<file path="config.mk">
export PLATFORM = sky130hd
export DESIGN_NAME = mnist_test_sequencer
export DESIGN_NICKNAME = d
export VERILOG_FILES = /design/src/rtl/mnist_test_sequencer.sv
export SDC_FILE = /design/constraint.sdc
export NUM_CORES = 1
export LEC_CHECK = 0
export CORE_MARGIN = 2
export CORE_UTILIZATION = 61
export DETAILED_ROUTE_END_ITERATION = 7
export DONT_BUFFER_PORTS = 1
export GPL_ROUTABILITY_DRIVEN = 0
export PLACE_DENSITY = 0.79
export REMOVE_ABC_BUFFERS = 1
export SYNTH_ARGS = -nofsm -noshare
export SYNTH_HDL_FRONTEND = slang
export SYNTH_SLANG_ARGS = --single-unit
</file>
<file path="constraint.sdc">
create_clock -name clk -period 3.8 [get_ports clk]
set_input_delay 0.57 -clock clk [delete_from_list [all_inputs] [get_ports clk]]
set_output_delay 0.57 -clock clk [all_outputs]
set_load 0.02 [all_outputs]
</file>
<file path="src/rtl/mnist_test_sequencer.sv">
// Self-test sequencer for the LGN MNIST core: streams each ROM image into the
// core one byte per cycle, samples the predicted class after a fixed latency,
// checks it against the label (image number mod 10) and keeps run statistics.
module mnist_test_sequencer #(
  parameter int IMAGE_COUNT     = 450,
  parameter int BYTES_PER_IMAGE = 32,
  parameter int RESULT_LATENCY  = 2,
  parameter int ADDR_W          = 14,
  parameter int CNT_W           = 9
) (
  input  logic              clk,
  input  logic              rst_n,
  input  logic              start,
  input  logic              stop_on_fail,
  output logic [ADDR_W-1:0] mem_addr,
  input  logic [7:0]        mem_data,
  output logic [7:0]        core_data,
  output logic              core_valid,
  input  logic [3:0]        core_index,
  input  logic [7:0]        core_value,
  output logic              result_valid,
  output logic [3:0]        result_index,
  output logic [7:0]        result_value,
  output logic [3:0]        expected,
  output logic [CNT_W-1:0]  image_num,
  output logic [CNT_W-1:0]  pass_count,
  output logic [CNT_W-1:0]  fail_count,
  output logic              failed,
  output logic              busy,
  output logic              done
);

  localparam int BYTE_W = (BYTES_PER_IMAGE > 1) ? $clog2(BYTES_PER_IMAGE) : 1;
  localparam int LAT_W  = $clog2(RESULT_LATENCY + 1) + 1;

  typedef enum logic [2:0] {
    IDLE,
    STREAM,
    DRAIN,
    CHECK,
    DONE
  } state_t;

  state_t state_q, state_d;

  logic [BYTE_W-1:0] byte_cnt;
  logic [LAT_W-1:0]  lat_cnt;
  logic              vld_p0;
  logic              vld_p1;
  logic              start_run;
  logic              match;
  logic              last_byte;
  logic              last_image;
  logic              lat_done;

  // Counters stop at all-ones instead of wrapping.
  function automatic logic [CNT_W-1:0] sat_inc(input logic [CNT_W-1:0] v);
    return (&v) ? v : v + CNT_W'(1);
  endfunction

  // Labels cycle 0..9 alongside the image number.
  function automatic logic [3:0] next_label(input logic [3:0] l);
    return (l == 4'd9) ? 4'd0 : l + 4'd1;
  endfunction

  assign vld_p0     = (state_q == STREAM);
  assign start_run  = ((state_q == IDLE) || (state_q == DONE)) && start;
  assign match      = (core_index == expected);
  assign last_byte  = (byte_cnt == BYTE_W'(BYTES_PER_IMAGE - 1));
  assign last_image = (image_num == CNT_W'(IMAGE_COUNT - 1));
  assign lat_done   = (lat_cnt == LAT_W'(RESULT_LATENCY));

  // State register.
  always_ff @(posedge clk or negedge rst_n) begin
    if (!rst_n) state_q <= IDLE;
    else        state_q <= state_d;
  end

  // Next-state decode and status flags.
  always_comb begin
    state_d = state_q;
    busy    = 1'b0;
    done    = 1'b0;
    case (state_q)
      IDLE:    if (start) state_d = STREAM;
      STREAM:  if (last_byte) state_d = DRAIN;
      DRAIN:   if (lat_done) state_d = CHECK;
      CHECK: begin
        if ((!match && stop_on_fail) || last_image) state_d = DONE;
        else                                         state_d = STREAM;
      end
      DONE:    if (start) state_d = STREAM;
      default: state_d = IDLE;
    endcase
    busy = (state_q != IDLE) && (state_q != DONE);
    done = (state_q == DONE);
  end

  // Address generation and byte/latency counters.
  always_ff @(posedge clk or negedge rst_n) begin
    if (!rst_n) begin
      mem_addr <= '0;
      byte_cnt <= '0;
      lat_cnt  <= '0;
    end else begin
      if (start_run)                mem_addr <= '0;
      else if (state_q == STREAM)   mem_addr <= mem_addr + ADDR_W'(1);
      byte_cnt <= (state_q == STREAM && !last_byte) ? byte_cnt + BYTE_W'(1) : '0;
      lat_cnt  <= (state_q == DRAIN) ? lat_cnt + LAT_W'(1) : '0;
    end
  end

  // p0: address issued -> p1: ROM data valid -> core_data register.
  always_ff @(posedge clk or negedge rst_n) begin
    if (!rst_n) begin
      vld_p1     <= 1'b0;
      core_valid <= 1'b0;
      core_data  <= '0;
    end else begin
      vld_p1     <= vld_p0;
      core_valid <= vld_p1;
      core_data  <= vld_p1 ? mem_data : 8'd0;
    end
  end

  // Result capture, label tracking and pass/fail bookkeeping.
  always_ff @(posedge clk or negedge rst_n) begin
    if (!rst_n) begin
      result_valid <= 1'b0;
      result_index <= '0;
      result_value <= '0;
      expected     <= '0;
      image_num    <= '0;
      pass_count   <= '0;
      fail_count   <= '0;
      failed       <= 1'b0;
    end else begin
      result_valid <= (state_q == CHECK);
      if (start_run) begin
        expected   <= '0;
        image_num  <= '0;
        pass_count <= '0;
        fail_count <= '0;
        failed     <= 1'b0;
      end else if (state_q == CHECK) begin
        result_index <= core_index;
        result_value <= core_value;
        if (match) begin
          pass_count <= sat_inc(pass_count);
        end else begin
          fail_count <= sat_inc(fail_count);
          failed     <= 1'b1;
        end
        if (state_d == STREAM) begin
          image_num <= image_num + CNT_W'(1);
          expected  <= next_label(expected);
        end
      end
    end
  end

endmodule
</file>
==> metrics.md <==
| Metric | Value |
|---|---|
| H-tree depth | `3` |
| Gr ovfl total | `0` |
| Synthesized area | `approximately 0.0038 mm²` |
| Num rows | `28` |
| Clock root cell | `clkbuf_8` |
| CP arrival | `around 2.8 ns` |
| Distinct cell type count after synthesis | `45` |
| Min Tclk post-route | `~2.6 ns` |
| First-pass GRT wire length | `approximately 13000 µm` |
| IO Count | `94` |
| RSZ-0062 raised after global routing | `no` |
| DRT Pass-1 Iters | `4` |
| Relative slew slack | `~29%` |
| HP Class | `input pin to async pin` |
| Layout cells sized above 1 | `under 10%` |
| Final hold violations | `0` |
| ANT nets after route | `0` |
| Yosys top cell area share | `between 50 and 60%` |
| Critical-path maximum fanout | `17` |
| Fmax achieved | `between 300 and 400 MHz` |
| Setup Fix Bufs, Post-CTS | `0` |
| Pin count of the biggest net entering global routing | `81` |
| Worst-Margin Slew | `between 1 and 1.5 ns` |
| WS Path Type | `flip-flop to flip-flop` |
| CTS sink cnt | `80` |
| Top FF cell, synth | `dfrtp_1` |
| Area delta synth->final | `7.07%` |
| Post-Route WL | `about 7800 µm` |
| Area contributors post-synth | `dfrtp_1 52%, nand2_1 6.5%, ha_1 4.2%` |
| Final Cell Area | `~0.0041 mm²` |
| Die Ht | `between 80 and 90 µm` |
| Largest area contributor in the netlist | `dfrtp_1` |
| DP Area | `0.00389 mm²` |
| MaxCap Viol Count | `0` |
| Num CTS Buffers | `9` |
| Worst Path Required | `about 4.1 ns` |
| Post-synthesis sequential area ratio | `52.1%` |
| CTS max path bufs | `2` |
| Die W | `83.3 µm` |
| Cells after Synth | `slightly below 400` |
| Power per Cell Area | `between 500 and 600 mW/mm²` |
| #FFs+latches synth | `80` |
| Average size of a mapped cell | `approximately 9.9 µm²` |
| Post-synth EDFFs | `0` |
| Clock latency on the worst-skew pair | `~0.34 ns` |
| Setup-failing EPs final | `0` |
| Period utilization | `between 60% and 70%` |
| Slew Limit Fails | `0` |
| Vias in the first global route | `between 2000 and 3000` |
| Fill cells | `446` |
| Ys Warns | `0` |
| VDD IR-drop max | `434 µV` |
| Core area | `~0.006 mm²` |
| Post-route DRC | `0` |
| Starting density of the core | `approximately 64%` |
| Total Nets Final | `between 400 and 500` |
| Vias | `about 2800` |
| Leak pwr | `between 0.0015 and 0.002 µW` |
| Number of vias per cell | `6.06` |
| Most common cell after layout, fill and taps aside | `dfrtp_1` |
| Number of diodes | `0` |
| GR Util All Layers | `between 20 and 25%` |
| Placed wire-length estimate | `roughly 5300 µm` |
| Fraction of registers with async set/reset | `100%` |
| Final setup skew | `about 0.015 ns` |
| Worst setup SP type | `flip-flop` |
| Antenna violations before repair | `0` |
| Hold Slack | `approximately 0.084 ns` |
| Commonest cells after routing, fill and taps aside | `80 x dfrtp_1, 66 x nand2_1, 26 x nor2_1` |
| Status | `completed` |
| Final setup margin | `1.24 ns` |
| PortBufs | `0` |
| Final TNS setup | `0 ns` |
| Die ar. | `0.00695 mm²` |
| Worst-path clk slew | `roughly 0.08 ns` |
| Post-Place Setup Slack | `about 1.2 ns` |
| Worst Setup End Kind | `flip-flop` |
| Initial DRC Count | `roughly 200` |
| DR WL/cell | `16.8 µm` |
| CTS tree | `yes` |
## path summary, 6_finish.rpt
kind                                   end  cells past startpoint  slack [ns]           from
min in group clk           result_index[3]                      2        0.32  core_index[3]
setup reg to reg             pass_count[3]                      5        1.24     state_q[0]
setup / recovery             pass_count[3]                      5        1.24     state_q[0]
max in group asynchronous     image_num[8]                      1        3.36          rst_n
hold reg to reg                 lat_cnt[0]                      1        0.47     lat_cnt[0]
hold / removal                mem_addr[11]                      1        0.08          rst_n
## stage by stage
stage	util [%]	instances	power [µW]
floorplan	-	373	1670
global placement	64.9	449	1780
detailed placement	64.9	449	1810
CTS	68.6	466	2440
global route	68.6	466	2570
finish	68.6	466	2430
## registers in the layout, indices dropped and copies added (netlist names), 3 cells and up
register / cells
expected: 4
pass_count: 9
result_index: 4
state_q: 3
fail_count: 9
byte_cnt: 5
mem_addr: 14
lat_cnt: 3
result_value: 8
core_data: 8
image_num: 9
## metal layers
metal / part of all wire, % / vias up / wire length [µm] / GRT usage, %
li1: - / 1354 / - / -
met1: 43 / 1380 / 3330 / 30.8
met2: 50 / 79 / 3930 / 36.4
met3: 5.6 / 12 / 436 / 5.86
met4: 1.5 / 0 / 121 / 8.20
met5: 0 / - / 0 / 0
## synthesized netlist by cell type, drive strengths merged (6+ instances only)
cell type,number
ha,13
dfrtp,80
xor2,10
nor2,26
mux2i,12
nand2b,11
or3,7
clkbuf,10
or4,11
a21oi,18
o21ai,12
o211ai,6
nand3,20
nand4,7
and3,6
nor4,7
nand2,66
o31ai,6
inv,14
and2,10
xnor2,6
## area by class of cell
| type | count | area, µm² | area share, % |
|---|---|---|---|
| well taps | 75 | 93.8 | 2.28 |
| flip-flops and latches | 80 | 2000 | 48.7 |
| multi-input cells | 279 | 1730 | 42.1 |
| clock buffers | 10 | 128 | 3.10 |
| inverters | 14 | 52.6 | 1.28 |
| clock inverters | 6 | 67.6 | 1.64 |
| repair buffers | 2 | 35.0 | 0.852 |
## worst max-delay path, cell delays in order (launching register included)
cell	delay (ns)
dfrtp_1	0.53
nand3b_1	0.53
inv_2	0.45
nand2b_1	0.30
or4_1	0.54
a21oi_1	0.15
## kinds of logic after synthesis
family / share of synthesized area, %
AO/OA/AOI/OAI: 9.45
XOR/XNOR: 3.65
adder cells (fa/ha/maj): 4.24
buffers and inverters: 2.93
flip-flops: 52.1
multiplexers: 3.13
AND/OR/NAND/NOR: 24.5
## where the power goes
group / total [µW] / switching (µW) / internal, µW
logic: 449 / 271 / 178
clock network: 619 / 313 / 306
registers: 1360 / 343 / 1020
total: 2430 / 927 / 1500
## timing repair
item,4_1_cts,5_1_grt
hold endpoints to repair,80,0
hold buffers,1,0
gates resized for setup,0,0
endpoints found under the setup margin,0,0
Power figures use the tool's default switching activity.
